**config.mk**
```make
export PLATFORM = sky130hd
export DESIGN_NAME = instruction_fetch_unit
export DESIGN_NICKNAME = d
export VERILOG_FILES = /design/src/rtl/instruction_fetch_unit.sv
export SDC_FILE = /design/constraint.sdc
export NUM_CORES = 1
export LEC_CHECK = 0
export CORE_MARGIN = 3
export CORE_UTILIZATION = 45
export DETAILED_ROUTE_END_ITERATION = 12
export GPL_ROUTABILITY_DRIVEN = 0
export PLACE_DENSITY = 0.71
export SYNTH_ARGS = -nofsm -noshare
export SYNTH_HDL_FRONTEND = slang
export SYNTH_SLANG_ARGS = --single-unit
```
**constraint.sdc**
```tcl
create_clock -name clk -period 4.35 [get_ports clk]
set_clock_uncertainty 0.15 [all_clocks]
set_input_delay 0.6525 -clock clk [delete_from_list [all_inputs] [get_ports clk]]
set_output_delay 0.6525 -clock clk [all_outputs]
set_load 0.005 [all_outputs]
```
**src/rtl/instruction_fetch_unit.sv**
```systemverilog
// Instruction fetch unit: owns the byte PC, issues 1-cycle-latency reads to the
// 16-bit instruction memory, buffers returns in a small circular fetch queue and
// presents {pc, instr} to decode over valid/ready. Handles branch redirects and
// HALT-word detection (RUN -> DRAIN -> HALTED).
// Optional feature: define FETCH_STALL_CNT_EN to build the saturating
// backpressure counter on stall_count; otherwise stall_count is tied to zero.
module instruction_fetch_unit #(
  parameter logic [7:0]  RESET_PC  = 8'h00,
  parameter int          FQ_DEPTH  = 2,
  parameter logic [15:0] HALT_WORD = 16'h0000
) (
  input  logic        clk,
  input  logic        reset,
  output logic        imem_rd_en,
  output logic [7:0]  imem_addr,
  input  logic [15:0] imem_data,
  input  logic        redirect_valid,
  input  logic [7:0]  redirect_pc,
  output logic        if_valid,
  input  logic        if_ready,
  output logic [15:0] if_instr,
  output logic [7:0]  if_pc,
  output logic        halted,
  output logic [15:0] stall_count
);

  localparam int         PW    = (FQ_DEPTH > 2) ? 2 : 1;
  localparam logic [2:0] DEPTH = 3'(FQ_DEPTH);

  typedef enum logic [1:0] {RUN, DRAIN, HALTED} state_t;

  typedef struct packed {
    logic [7:0]  pc;
    logic [15:0] instr;
  } fq_entry_t;

  state_t          state, state_nxt;
  logic [7:0]      pc, ret_pc;
  logic            inflight;
  logic [PW-1:0]   wr_ptr, rd_ptr;
  logic [2:0]      count, occ;
  fq_entry_t       fq [FQ_DEPTH];
  fq_entry_t       head;
  logic            deq, enq, issue, halt_ret, flush;

  function automatic logic [PW-1:0] ptr_inc(input logic [PW-1:0] p);
    return (p == PW'(FQ_DEPTH - 1)) ? '0 : p + 1'b1;
  endfunction

  // Handshake, enqueue and issue decisions for this cycle
  always_comb begin
    head       = fq[rd_ptr];
    flush      = redirect_valid && (state != HALTED);
    if_valid   = (count != 3'd0) && (state != HALTED);
    if_instr   = if_valid ? head.instr : 16'h0000;
    if_pc      = if_valid ? head.pc    : 8'h00;
    // a dequeue coinciding with a redirect is dropped along with the queue
    deq        = if_valid && if_ready && !flush;
    enq        = inflight && !flush;
    halt_ret   = inflight && (imem_data == HALT_WORD);
    occ        = count + {2'b0, inflight} - {2'b0, deq};
    // the cycle a HALT word returns must not issue anything past it
    issue      = !reset && (state == RUN) && !redirect_valid && !halt_ret && (occ < DEPTH);
    imem_rd_en = issue;
    imem_addr  = pc;
  end

  // Next-state logic for the halt handling FSM
  always_comb begin
    state_nxt = state;
    case (state)
      RUN:     if (!redirect_valid && halt_ret) state_nxt = DRAIN;
      DRAIN:   if (redirect_valid) state_nxt = RUN;
               else if (deq && head.instr == HALT_WORD) state_nxt = HALTED;
      HALTED:  state_nxt = HALTED;
      default: state_nxt = RUN;
    endcase
  end

  // State register and the sticky halted flag
  always_ff @(posedge clk or posedge reset) begin
    if (reset) begin
      state  <= RUN;
      halted <= 1'b0;
    end else begin
      state  <= state_nxt;
      halted <= (state_nxt == HALTED);
    end
  end

  // PC, in-flight tracking and queue pointers; a redirect flushes everything
  always_ff @(posedge clk or posedge reset) begin
    if (reset) begin
      pc       <= RESET_PC & 8'hFE;
      ret_pc   <= 8'h00;
      inflight <= 1'b0;
      wr_ptr   <= '0;
      rd_ptr   <= '0;
      count    <= 3'd0;
    end else if (flush) begin
      pc       <= redirect_pc & 8'hFE;
      inflight <= 1'b0;
      wr_ptr   <= '0;
      rd_ptr   <= '0;
      count    <= 3'd0;
    end else begin
      inflight <= issue;
      if (issue) begin
        pc     <= pc + 8'd2;
        ret_pc <= pc;
      end
      if (enq) wr_ptr <= ptr_inc(wr_ptr);
      if (deq) rd_ptr <= ptr_inc(rd_ptr);
      count <= count + {2'b0, enq} - {2'b0, deq};
    end
  end

  // Queue storage; contents are qualified by count so no reset is needed
  always_ff @(posedge clk) begin
    if (enq) fq[wr_ptr] <= '{pc: ret_pc, instr: imem_data};
  end

`ifdef FETCH_STALL_CNT_EN
  // Saturating count of cycles where decode holds off a valid head
  always_ff @(posedge clk or posedge reset) begin
    if (reset)
      stall_count <= 16'h0000;
    else if (if_valid && !if_ready && stall_count != 16'hFFFF)
      stall_count <= stall_count + 16'd1;
  end
`else
  assign stall_count = 16'h0000;
`endif

endmodule

```
==> results by group, run 1 <==
Route
  • DR iter-0 viols: between 70 and 80
  • Vias per std cell: 4.978
  • Total wire length: 6297 um
  • Routed WL per cell: 15.51 um
  • DR pass1 iterations: 4
  • Via count: 2,021
  • DRC: 0
  • ANT nets after route: 0

Clock network
  • CTS max path bufs: 2
  • Root Buffer: clkbuf_8
  • CTS tree: built
  • Post_cts resized: 0
  • H-tree depth: 3
  • CTS Hold Bufs: 0
  • Inserted Clock Buffers: 9
  • Clock transition at the registers of the reported paths: 0.07 ns
  • Skew-Pair Late Insertion Delay: 0.33 ns
  • Clk sinks: between 60 and 70
  • Post-CTS setup buffers: 0

STA
  • Final setup viols: 0
  • Max-slew headroom: 28.31%
  • Fin. Hold Viols: 0
  • Worst hold margin: 0.3263 ns
  • RSZ-0062 raised after global routing: false
  • Max Slew Vio Count: 0
  • Fin Setup TNS: 0 ns
  • Worst Tran Pin Value: 1.075 ns
  • Fin worst setup slack: 0.3370 ns
  • Final worst path period share: 92.25%
  • Minimum clock period: around 4.0 ns
  • Max Fclk: 249.2 MHz

Min path
  • Hold crit path type: reg -> reg

Placement
  • Placed Cells: 390
  • Post-DP HPWL: 4672 um
  • PortBufs: 59
  • Setup WS pre-CTS: 0.3177 ns
  • Post-DP Area: 3826 um^2

Synthesis
  • Complex-gate fraction of the synthesized area: under 10%
  • Sequential area share after synthesis: 61.60%
  • Post-Synthesis Cells: 241
  • Yosys top cell by area: edfxtp_1
  • Yosys cell types: 46
  • Post-synth ARST share: 33.33%
  • Mux cell area share after synthesis: 11.19%
  • Number of flops mapped to enable cells by yosys: 46
  • Synth area leaders: edfxtp_1 (43%), dfrtp_1 (18%), mux2i_1 (7.9%), buf_4 (4.5%), nor2_1 (3.9%)
  • Synth Area in XOR/XNOR: between 1.5 and 2%
  • Synth top area share: 43.48%
  • Simple-Gate Fraction of Synth Area: around an eighth
  • Largest family of logic cells by synthesized area: simple AND/OR/NAND/NOR gates
  • Post-synth top flop: edfxtp_1
  • Mapped cell area: 3177 um^2
  • Yosys reg bits: approximately 70
  • Adder-cell share of the synthesized area: 2.048%
  • Syn Area/Cell: 13.18 um^2
  • Synthesis Warnings: 0

Layout
  • Share of cells above drive strength 1: 10.22%
  • Fill cells: 548
  • P&R area growth vs syn: 25.40%
  • # diodes: 0
  • Layout Nets: 340
  • Footprint of the multi-input gates: about 1100 um^2
  • Post-layout utilization of the core: 60.33%
  • Post-Layout Cell Count: 406
  • Sequential Area: 1957 um^2
  • Final Cell Area: 3984 um^2

Power
  • P per Cell Area: 305.1 nW/um^2
  • Design Power: 1.216 mW
  • Lkg Pwr: 1.680 nW
  • Peak VDD IR: 0.2007 mV

Critical path
  • Arrival @ worst endpoint: 3.21 ns
  • Startpoint types: input port
  • Critical path peak fanout: 4
  • Setup Crit Path Kind: in -> out
  • WP data required: between 3 and 4 ns
  • Endpoint type of the worst setup path: primary output

Global routing
  • Grt ovf: 0
  • GRT Overall Usage: 16.20%
  • Initial antenna violation count: 0
  • Number of global-route vias before repair: just over 2,000
  • First-pass GRT wire length: 10,290 um
  • Largest net degree at the start of global routing: 28

Floorplan
  • Full die area: around 8000 um^2
  • Core Box Area: roughly 6600 um^2
  • Initial core utilization: 48.11%
  • Die Wd: roughly 90 um
  • Io pins: 79
  • Die Y: 90.02 um
  • # rows: 29

Job
  • Max Cap Viol: 0

Outcome
  • Status: finished, final reports clean
cells in the mapped netlist, types with 2 or more instances:
library cell  count
edfxtp_1         46
nor2_1           33
mux2i_1          25
dfrtp_1          23
buf_4            19
nor4_1           11
nand2_1           8
inv_1             6
mux2_2            6
clkbuf_1          4
xnor2_1           4
and2_1            3
and3_1            3
nand3_1           3
a211o_1           2
a21oi_1           2
a221o_1           2
a22o_1            2
fa_1              2
ha_1              2
mux2_1            2
nand2b_1          2
nand4_1           2
nor2b_1           2
nor3_1            2
nor4b_1           2
o211ai_1          2
o21ai_0           2
o21ai_1           2
registers in the layout, summed over array words and instances, names as in the netlist:
| name | count |
|---|---|
| imem_addr | 7 |
| ret_pc | 7 |
| fq | 46 |
| state | 2 |
| halted | 1 |
| wr_ptr | 1 |
| inflight | 1 |
| count | 3 |
| rd_ptr | 1 |
metal layers:
metal  global-route usage, %  vias up  part of all wire (%)
li1                        -      984                     -
met1                   19.88      955                    44
met2                   27.26       71                    49
met3                   4.758       11                   5.7
met4                   5.740        0                   1.6
met5                       0        -                     0
final timing paths:
path                                 from      endpoint  slack (ns)  cells past startpoint
min in group asynchronous           reset        halted        0.69                      2
worst min-delay path            ret_pc[7]     fq[0][23]        0.33                      0
worst min register to register  ret_pc[7]     fq[0][23]        0.33                      0
worst max-delay path             if_ready    imem_rd_en        0.34                      9
max in group asynchronous           reset      inflight        2.80                      2
worst max register to register   state[0]  imem_addr[3]        0.95                     13
cells in the final DEF (no fill, tap or decap), types with 3 or more instances in the layout:
master	count
inv_1	6
dfrtp_1	23
and2_1	3
nand3_1	3
xnor2_1	4
edfxtp_1	46
and3_1	3
nand2_1	8
clkbuf_8	9
clkdlybuf4s50_1	59
conb_1	18
buf_4	6
mux2i_1	25
clkinv_2	3
nor2_1	32
nor4_1	11
mux2_2	6
report_power, final:
group,internal [mW],switching [mW],total [mW]
Clock,0.200,0.220,0.420
Combinational,0.0468,0.0294,0.0763
Sequential,0.706,0.0128,0.719
cell families (layout without fill, tap and decap cells):
family	Yosys count	count (layout)
mux	34	34
buf+inv	32	87
xor+xnor	5	5
simple gates	76	76
fa+ha+maj	4	4
flops	69	69
other cells	1	18
compound gates	20	20
critical path, stage by stage:
cell and delay, ns:
clkdlybuf4s50_1 0.45, inv_1 0.07, nor4_1 0.42, o21ai_0 0.20
fa_1 0.40, xnor3_1 0.22, nand4_2 0.12, a21oi_1 0.15
clkdlybuf4s50_1 0.52
cell type report:
type,count,area share (%)
multi-input cells,157,27.48
clock buffers,10,3.204
inverters,6,0.5653
repair buffers,65,15.95
well taps,93,2.921
flip-flops and latches,69,49.12
clock inverters,6,0.7538
(Power assumes the default switching activity.)
==> inputs of run 2 (changes only) <==
--- a/config.mk
+++ b/config.mk
@@ -5,11 +5,10 @@
 export SDC_FILE = /design/constraint.sdc
 export NUM_CORES = 1
 export LEC_CHECK = 0
-export CORE_MARGIN = 3
-export CORE_UTILIZATION = 45
+export CORE_UTILIZATION = 49
 export DETAILED_ROUTE_END_ITERATION = 12
 export GPL_ROUTABILITY_DRIVEN = 0
-export PLACE_DENSITY = 0.71
+export PLACE_DENSITY = 0.77
 export SYNTH_ARGS = -nofsm -noshare
 export SYNTH_HDL_FRONTEND = slang
 export SYNTH_SLANG_ARGS = --single-unit
==> run 2 against run 1 <==
  * Via count increased by 6.7%
  * Sequential share of layout area shrank 0.74 points
  * Worst setup slack improved by 0.092 ns
  * Maximum frequency grew 2.4%
==> results by group, run 2 (synthesis results as in run 1) <==
Outcome
  • Status: finished, final reports clean

Clock network
  • Skew-Pair Late Insertion Delay: roughly 0.34 ns
  • Inserted Clock Buffers: 9
  • CTS tree: built
  • CTS max path bufs: 2
  • CTS Hold Bufs: 0
  • Root Buffer: clkbuf_8
  • H-tree depth: 3
  • Clk sinks: just under 70
  • Clock transition at the registers of the reported paths: approximately 0.070 ns

Power
  • P per Cell Area: 340.7 nW/um^2
  • Comb pwr share: 5.6%
  • Switching share of power: roughly 22%
  • Psw: between 200 and 300 uW
  • Lkg Pwr: 1.710 nW
  • Design Power: ~1.4 mW
  • Clk pwr share: a little over two fifths
  • Sequential share of power: 52.7%
  • Peak VDD IR: 0.2683 mV
  • Int Power: roughly 1.1 mW

Floorplan
  • Die Y: approximately 83 um
  • Core Box Area: 6096 um^2
  • # rows: 28
  • Die Wd: 82.52 um
  • Initial core utilization: 52.11%
  • Full die area: 6810 um^2
  • Io pins: 79

Placement
  • Post-DP HPWL: roughly 4400 um
  • PortBufs: 59
  • Placed Cells: 371

Global routing
  • First-pass GRT wire length: 10,460 um
  • GRT Overall Usage: around 22%
  • Largest net degree at the start of global routing: 24
  • Initial antenna violation count: 1
  • Grt ovf: 0
  • Number of global-route vias before repair: 2,111

Layout
  • P&R area growth vs syn: 27.33%
  • Most frequent cells in the layout: clkdlybuf4s50_1 (59), edfxtp_1 (46), nor2_1 (32)
  • Share of cells above drive strength 1: approximately an eighth
  • # diodes: 0
  • Max reg flops: 46
  • Post-Layout Cell Count: 389
  • Layout Nets: 341
  • Register bank with the most flops: fq
  • Commonest non-fill, non-tap cell in the layout: clkdlybuf4s50_1

Min path
  • Hold crit path type: reg -> reg

STA
  • Worst Tran Pin Value: 1.091 ns
  • Fin. Hold Viols: 0
  • Fin Setup TNS: 0 ns
  • Final setup viols: 0
  • Minimum clock period: a little under 4 ns
  • Max Fclk: 255.0 MHz
  • Max-slew headroom: a little over a quarter
  • RSZ-0062 raised after global routing: false
  • Max Slew Vio Count: 0
  • Final worst path period share: 90.13%

Critical path
  • Startpoint types: input port
  • Endpoint type of the worst setup path: primary output
  • WP data required: 3.55 ns
  • Critical path peak fanout: 4
  • Setup Crit Path Kind: in -> out
  • Arrival @ worst endpoint: 3.12 ns

Route
  • Routed WL per cell: 16.82 um
  • ANT nets after route: 0
  • DRC: 0
  • DR iter-0 viols: 85
  • Via count: 2,157
  • DR pass1 iterations: 4
  • Total wire length: approximately 6500 um
  • Vias per std cell: roughly 5.5

Job
  • Max Cap Viol: 0
==> run 2: cell types whose count changed in the layout (fill, tap and decap cells not counted), sizes merged <==
cell,delta
clkinv,-2
o31ai,+1
clkbuf,-1
bufinv,+2
inv,+1
==> run 2: layout make-up <==
cell class	count	area, um^2
Clock buffer	9	123.9
Multi-Input combinational cell	158	1114
Fill cell	438	2051
Clock inverter	7	98.84
Inverter	6	22.52
Timing Repair Buffer	65	635.6
Tap cell	75	93.84
Sequential cell	69	1957
==> run 2: critical path, stage by stage <==
cell and delay [ns]:
clkdlybuf4s50_1 0.45, inv_1 0.09, nor4_2 0.34, o21ai_0 0.19
fa_1 0.39, xnor3_1 0.23, nand4_2 0.11, a21oi_1 0.15
clkdlybuf4s50_1 0.51
==> run 2: power groups by stage <==
stage	Sequential (mW)	Combinational (mW)	Clock (mW)
after floorplan	0.728	0.0514	0
after global placement	0.731	0.0750	0
after detailed placement	0.732	0.0778	0
after CTS	0.724	0.0782	0.582
after global routing	0.726	0.0879	0.616
final	0.726	0.0776	0.575
==> run 2: final timing paths <==
check / start / cells past startpoint / end / slack (ns)
setup / recovery: if_ready / 9 / imem_rd_en / 0.43
hold / removal: ret_pc[5] / 0 / fq[1][21] / 0.34
setup reg to reg: state[0] / 11 / imem_addr[3] / 1.05
hold reg to reg: ret_pc[5] / 0 / fq[1][21] / 0.34
max in group asynchronous: reset / 2 / ret_pc[6] / 2.83
min in group asynchronous: reset / 2 / count[2] / 0.67
==> run 2: through the flow <==
| step | hold slack [ns] | utilization [%] | cell area [um^2] | setup slack [ns] |
|---|---|---|---|---|
| 6_report | 0.3392 | 66.36 | 4045 | 0.4291 |
| 5_1_grt | 0.3522 | 66.36 | 4045 | 0.2204 |
| 3_3_place_gp | 0.2992 | 62.27 | 3796 | 0.3861 |
| 3_5_place_dp | 0.3155 | 62.27 | 3796 | 0.2757 |
| 2_1_floorplan | 0.2850 | - | 3241 | 1.329 |
| 4_1_cts | 0.3316 | 66.13 | 4031 | 0.1090 |
==> run 2: repair_timing <==
item,4_1_cts,5_1_grt
pin swaps,1,1
endpoints found under the setup margin,1,1
setup buffers,0,1
gates cloned,1,0
endpoints found under the hold margin,0,0
resized for setup,0,1
==> run 2: routing by layer <==
layer  part of all wire (%)  track usage, %  wire (um)
met4                    1.0           7.069         67
met5                      0               0          0
met2                     51           35.62       3309
met3                    6.4           7.143        421
met1                     42           28.03       2743
